[src/rtl/mac_accumulator_pkg.sv]
// Shared types for the MAC accumulator: configuration record, accumulate opcodes
// and the 32-bit saturation helper.
package mac_accumulator_pkg;

   typedef struct packed {
      int unsigned xlen;
      int unsigned trans_id_bits;
   } mac_cfg_t;

   localparam mac_cfg_t cva6_cfg_empty = '{xlen: 64, trans_id_bits: 3};

   typedef enum logic [1:0] {
      MAC_ACC  = 2'd0,
      MAC_NEW  = 2'd1,
      MAC_RDQ  = 2'd2,
      MAC_PEEK = 2'd3
   } mac_acc_op_t;

   // Clamp a 33-bit two's-complement sum back into signed 32-bit range.
   function automatic logic [31:0] sat32(input logic [32:0] s);
      if (s[32] != s[31]) begin
         return s[32] ? 32'h8000_0000 : 32'h7FFF_FFFF;
      end
      return s[31:0];
   endfunction

endpackage

[src/rtl/mac_tag_fifo.sv]
// Small synchronous FIFO with flush, shared by the tag queue and the result queue.
module mac_tag_fifo #(
   parameter int unsigned WIDTH = 8,
   parameter int unsigned DEPTH = 4
) (
   input  logic                     clk_i,
   input  logic                     rst_i,
   input  logic                     flush_i,
   input  logic                     push_i,
   input  logic [WIDTH-1:0]         data_i,
   input  logic                     pop_i,
   output logic [WIDTH-1:0]         data_o,
   output logic                     empty_o,
   output logic [$clog2(DEPTH):0]   count_o
);
   localparam int unsigned AW = $clog2(DEPTH);
   localparam logic [AW:0] FULL_CNT = (AW+1)'(DEPTH);

   logic [AW-1:0]    wr_ptr, rd_ptr;
   logic [AW:0]      count;
   logic [WIDTH-1:0] mem [DEPTH];
   logic             do_push, do_pop;

   assign empty_o = (count == '0);
   assign count_o = count;
   assign data_o  = mem[rd_ptr];
   assign do_pop  = pop_i && !empty_o;
   // A pop in the same cycle frees the slot a full-queue push needs.
   assign do_push = push_i && ((count != FULL_CNT) || do_pop);

   always_ff @(posedge clk_i or negedge rst_i) begin
      if (!rst_i) begin
         wr_ptr <= '0;
         rd_ptr <= '0;
         count  <= '0;
         for (int i = 0; i < DEPTH; i++) mem[i] <= '0;
      end else if (flush_i) begin
         wr_ptr <= '0;
         rd_ptr <= '0;
         count  <= '0;
      end else begin
         if (do_push) begin
            mem[wr_ptr] <= data_i;
            wr_ptr      <= wr_ptr + 1'b1;
         end
         if (do_pop) rd_ptr <= rd_ptr + 1'b1;
         case ({do_push, do_pop})
            2'b10:   count <= count + 1'b1;
            2'b01:   count <= count - 1'b1;
            default: count <= count;
         endcase
      end
   end

endmodule

[src/rtl/mac_accumulator.sv]
// Accumulates MAC dot products per issued tag and returns requantised or raw
// accumulator values through a result queue sized so MAC results never stall.
module mac_accumulator
   import mac_accumulator_pkg::*;
#(
   parameter mac_cfg_t    CVA6Cfg   = cva6_cfg_empty,
   parameter int unsigned TAG_DEPTH = 4,
   localparam int unsigned XLEN = CVA6Cfg.xlen,
   localparam int unsigned TIDW = CVA6Cfg.trans_id_bits
) (
   input  logic            clk_i,
   input  logic            rst_i,
   input  logic            flush_i,
   input  logic            issue_valid_i,
   input  logic [TIDW-1:0] trans_id_i,
   input  logic [1:0]      acc_op_i,
   input  logic [4:0]      shamt_i,
   input  logic            dot_valid_i,
   input  logic [17:0]     dot_i,
   output logic            issue_ready_o,
   output logic [XLEN-1:0] result_o,
   output logic [TIDW-1:0] trans_id_o,
   output logic            valid_o,
   input  logic            wb_ready_i,
   output logic            sat_o
);
   localparam int unsigned CW = $clog2(TAG_DEPTH) + 1;

   typedef struct packed {
      logic [TIDW-1:0] trans_id;
      mac_acc_op_t     op;
      logic [4:0]      shamt;
   } tag_entry_t;

   tag_entry_t             tag_in, tag_head;
   logic                   tag_push, tag_pop, tag_empty;
   logic [CW-1:0]          tag_count, res_count;
   logic                   res_pop, res_empty;
   logic [XLEN+TIDW-1:0]   res_in, res_head;
   logic [CW:0]            occupancy;

   logic signed [31:0] acc_q, acc_d;
   logic               sat_q, sat_d;
   logic [32:0]        sum33;
   logic [31:0]        t32, res32;
   logic               sum_ovf, clip;
   logic signed [32:0] rnd33, rq33, shifted;
   logic [7:0]         q8;

   assign occupancy     = {1'b0, tag_count} + {1'b0, res_count};
   assign issue_ready_o = (occupancy < (CW+1)'(TAG_DEPTH));
   assign tag_push      = issue_valid_i && issue_ready_o && !flush_i;
   assign tag_pop       = dot_valid_i && !flush_i && !tag_empty;
   assign tag_in        = '{trans_id: trans_id_i, op: mac_acc_op_t'(acc_op_i), shamt: shamt_i};

   mac_tag_fifo #(.WIDTH($bits(tag_entry_t)), .DEPTH(TAG_DEPTH)) u_tag_fifo (
      .clk_i   (clk_i),
      .rst_i   (rst_i),
      .flush_i (flush_i),
      .push_i  (tag_push),
      .data_i  (tag_in),
      .pop_i   (tag_pop),
      .data_o  (tag_head),
      .empty_o (tag_empty),
      .count_o (tag_count)
   );

   always_comb begin
      sum33   = {acc_q[31], acc_q} + {{15{dot_i[17]}}, dot_i};
      sum_ovf = sum33[32] ^ sum33[31];
      t32     = sat32(sum33);
      rnd33   = (tag_head.shamt == 5'd0) ? 33'sd0 : (33'sd1 <<< (tag_head.shamt - 5'd1));
      rq33    = $signed({t32[31], t32}) + rnd33;
      shifted = rq33 >>> tag_head.shamt;
      clip    = 1'b0;
      q8      = shifted[7:0];
      if (shifted > 33'sd127) begin
         q8   = 8'h7F;
         clip = 1'b1;
      end else if (shifted < -33'sd128) begin
         q8   = 8'h80;
         clip = 1'b1;
      end

      acc_d = acc_q;
      sat_d = sat_q;
      res32 = '0;
      if (tag_pop) begin
         case (tag_head.op)
            MAC_ACC: begin
               acc_d = t32;
               res32 = t32;
               sat_d = sat_q | sum_ovf;
            end
            MAC_NEW: begin
               acc_d = {{14{dot_i[17]}}, dot_i};
               res32 = {{14{dot_i[17]}}, dot_i};
            end
            MAC_RDQ: begin
               acc_d = '0;
               res32 = {{24{q8[7]}}, q8};
               sat_d = sat_q | sum_ovf | clip;
            end
            default: res32 = acc_q;
         endcase
      end
   end

   // Result is written at the pop edge, so it is at the queue head one cycle after dot_valid_i.
   assign res_in  = {XLEN'($signed(res32)), tag_head.trans_id};
   assign res_pop = valid_o && wb_ready_i;

   mac_tag_fifo #(.WIDTH(XLEN + TIDW), .DEPTH(TAG_DEPTH)) u_res_fifo (
      .clk_i   (clk_i),
      .rst_i   (rst_i),
      .flush_i (1'b0),
      .push_i  (tag_pop),
      .data_i  (res_in),
      .pop_i   (res_pop),
      .data_o  (res_head),
      .empty_o (res_empty),
      .count_o (res_count)
   );

   assign valid_o    = !res_empty;
   assign result_o   = res_head[XLEN+TIDW-1:TIDW];
   assign trans_id_o = res_head[TIDW-1:0];
   assign sat_o      = sat_q;

   always_ff @(posedge clk_i or negedge rst_i) begin
      if (!rst_i) begin
         acc_q <= '0;
         sat_q <= 1'b0;
      end else begin
         acc_q <= acc_d;
         sat_q <= sat_d;
      end
   end

endmodule

[config.mk]
export PLATFORM = sky130hd
export DESIGN_NAME = mac_accumulator
export DESIGN_NICKNAME = d
export VERILOG_FILES = /design/src/rtl/mac_accumulator_pkg.sv /design/src/rtl/mac_tag_fifo.sv /design/src/rtl/mac_accumulator.sv
export SDC_FILE = /design/constraint.sdc
export NUM_CORES = 1
export LEC_CHECK = 0
export BUFFER_PORTS_ARGS = -buffer_cell sky130_fd_sc_hd__buf_2
export CORE_MARGIN = 4
export CORE_UTILIZATION = 30
export CTS_CLUSTER_SIZE = 20
export DETAILED_ROUTE_END_ITERATION = 6
export PLACE_DENSITY = 0.53
export REMOVE_ABC_BUFFERS = 1
export SETUP_SLACK_MARGIN = 0.05
export SKIP_LAST_GASP = 1
export SLEW_MARGIN = 40
export SYNTH_ARGS = -nofsm -noshare
export SYNTH_HDL_FRONTEND = slang
export SYNTH_SLANG_ARGS = --single-unit
[constraint.sdc]
create_clock -name clk_i -period 10.3 [get_ports clk_i]
set_input_delay 1.03 -clock clk_i [delete_from_list [all_inputs] [get_ports clk_i]]
set_output_delay 1.03 -clock clk_i [all_outputs]
set_load 0.01 [all_outputs]
==> results.py <==
metrics = {
    "synth": {
        "syn_area_um2": 18800,
        "yosys-top-cells-count": "498 x nand2_1, 227 x dfrtp_1, 183 x nor2_1",
        "synth_top_cell_area_share": 0.303,
        "ys_seq_area_frac": 0.303,
        "synth_area_leaders": "dfrtp_1 30%, nand2_1 10%, mux4_2 5.4%",
        "avgSynthCellArea_um2": 8.08,
        "synth-edff-count": 0,
        "synth_area_leader_cell": "dfrtp_1",
        "synth-seq-cells": 227,
        "synth.most_common_cell": "nand2_1",
        "ys_types": 96,
        "ys.flop_type": "dfrtp_1",
        "async_reset_ff_frac": 1.00,
        "yosys_warnings": 0,
        "netlist_instances": 2323,
    },
    "final_layout": {
        "layout-drive-gt1-share": 0.285,
        "layout.nets": 2817,
        "multi_input_area_um2": 12500,
        "instances_no_fill": 3552,
        "regArea_um2": 5680,
        "area_growth_pct": 27.7,
        "fillCellCount": 6341,
    },
    "detailed_routing": {
        "ant_nets": 0,
        "drc": 0,
        "avgRoutedWirePerCell_um": 20.6,
        "wl_mm": 73.2,
        "routed_via_density": 5.47,
        "initialDrtViolationCount": 1668,
        "vias": 19400,
        "drt_pass1_iterations": 5,
    },
    "grt": {
        "antenna_found_initial": 2,
        "grt_pass1_wl_mm": 113,
        "grt_max_degree": 93,
        "globalRouteOverflowTotal": 0,
        "first_global_vias": 19300,
        "grt_usage": 0.212,
    },
    "cts": {
        "cts.sinks": 227,
        "numCtsBuffers": 24,
        "htree_levels": 1,
        "cts_root_buf": "clkbuf_16",
        "cts_tree": "yes",
        "clk_latency_ns": 0.54,
        "clk_pin_slew_ns": 0.06,
        "cts_buffer_depth": 3,
    },
    "hold_path": {
        "hold_path_class": "reg -> reg",
        "holdCritStartpoint": "u_res_fifo.mem[11]$_DFFE_PN0P_",
    },
    "worst_setup_path": {
        "worst-setup-path-type": "in -> reg",
        "worstSetupStartpoint": "dot_i[3]",
        "slowest_stage": "a2111o_1",
        "slowest_delay_ns": 0.44,
        "startpoint_type": "primary input",
        "cp_common_cell": "buf_4",
        "crit_arrival_ns": 10.26,
        "cp.required_ns": 10.71,
        "endpoint_kind": "flop",
        "worstPathMaxFanout": 9,
        "r2r_start": "acc_q[5]$_DFFE_PN0P_",
    },
    "timing": {
        "worstMarginPinSlew_ns": 0.810,
        "period_share": 0.957,
        "clock_skew_ns": 0.0206,
        "fmax_ghz": 0.101,
        "fin_crit_ns": 9.85,
        "max_slew_margin": 0.458,
        "fin_ws_ns": 0.447,
        "rsz0062_at_grt": "no",
        "drv_slew": 0,
        "finalHoldViolCount": 0,
        "setup_violations": 0,
    },
    "outcome": {
        "run_status": "completed",
    },
    "placed_design": {
        "gp_congestion": 0.958,
        "dpl_worst_slack_ns": -1.05,
        "placedCellCount": 3499,
        "numPortBuffers": 103,
        "dp_hpwl_mm": 55.9,
    },
    "floorplanning": {
        "std_cell_rows": 91,
        "start_util": 0.304,
        "die_h_um": 258,
        "core_area_um2": 61800,
        "die_w_um": 258,
        "die_area_um2": 66600,
        "floorplan.io_pins": 104,
    },
    "run": {
        "maxCapViolCount": 0,
    },
}
==> area by class of cell <==
cell class	instances	area share
Multi-Input combinational cell	1872	0.522
Inverter	47	0.00736
Clock inverter	8	0.00480
Tap cell	837	0.0437
Clock buffer	33	0.0282
Antenna cell	1	0.000104
Timing Repair Buffer	527	0.157
Sequential cell	227	0.237
==> layout by cell type, fill, tap and decap left out, drive strengths merged, types with 46 or more instances in the layout <==
cell	instances
nor3	46
a211oi	46
a21oi	145
mux2	57
ha	80
nor2	184
dfrtp	227
o21ai	176
nand2	499
buf	527
inv	46
==> cell families (layout without fill, tap and decap cells) <==
| logic type | Yosys count | in the layout | share of synthesized area |
|---|---|---|---|
| and+or+nand+nor | 921 | 921 | 0.215 |
| AOI/OAI and AO/OA | 698 | 698 | 0.252 |
| DFF | 227 | 227 | 0.303 |
| buffers and inverters | 224 | 615 | 0.0527 |
| muxes | 119 | 119 | 0.0973 |
| adders and majority gates | 84 | 84 | 0.0576 |
| xor gates and xnor gates | 49 | 49 | 0.0229 |
| other | 1 | 2 | 0.000200 |
==> per-stage QoR <==
step	setup TNS, ns	utilization	hold WS, ns	area (um2)
finish	0	0.388	0.473	24000
global route	0	0.387	0.494	24000
CTS	0	0.382	0.475	23600
detailed placement	-29.88	0.367	0.460	22700
global placement	-28.55	0.367	0.453	22700
floorplan	-13.81	-	0.440	18000
==> what timing repair did <==
item	4_1_cts	5_1_grt
pin swaps	6	24
resized for setup	25	68
buffers inserted	4	6
hold buffers	0	0
setup endpoints to repair	29	29
==> worst max-delay path: cells and delay by family <==
kind	cells	cell delay [ns]
simple gates	6	0.82
compound gates	27	5.70
fa+ha+maj	3	1.02
buf+inv	8	1.32
xor+xnor	2	0.35
==> sequential cells by signal, indices dropped and copies added, names as in the netlist <==
name	flops
u_res_fifo.wr_ptr	2
acc_q	32
u_tag_fifo.mem	40
u_tag_fifo.count_o	3
u_tag_fifo.rd_ptr	2
u_res_fifo.mem	140
sat_o	1
u_tag_fifo.wr_ptr	2
u_res_fifo.rd_ptr	2
u_res_fifo.count_o	3
==> per-layer routing <==
metal  vias up  share of wire  GRT usage
met5         -        0.00018          0
met4         2          0.029     0.0586
met3       112          0.046     0.0253
met2       529           0.48      0.361
met1      9582           0.44      0.285
li1       9201              -          -
==> path summary, 6_finish.rpt <==
path	cells after the start	endpoint	slack [ns]
min in group asynchronous	1	u_res_fifo.mem[167]$_DFFE_PN0P_	0.51
max in group asynchronous	2	u_tag_fifo.mem[24]$_DFFE_PN0P_	8.59
setup / recovery	46	u_res_fifo.mem[9]$_DFFE_PN0P_	0.45
hold / removal	2	u_res_fifo.mem[11]$_DFFE_PN0P_	0.47
setup reg to reg	45	u_res_fifo.mem[9]$_DFFE_PN0P_	0.66
hold reg to reg	2	u_res_fifo.mem[11]$_DFFE_PN0P_	0.47
Power is not shown: default switching activity piles up to over one toggle a cycle in this logic, so the estimate is an artifact.
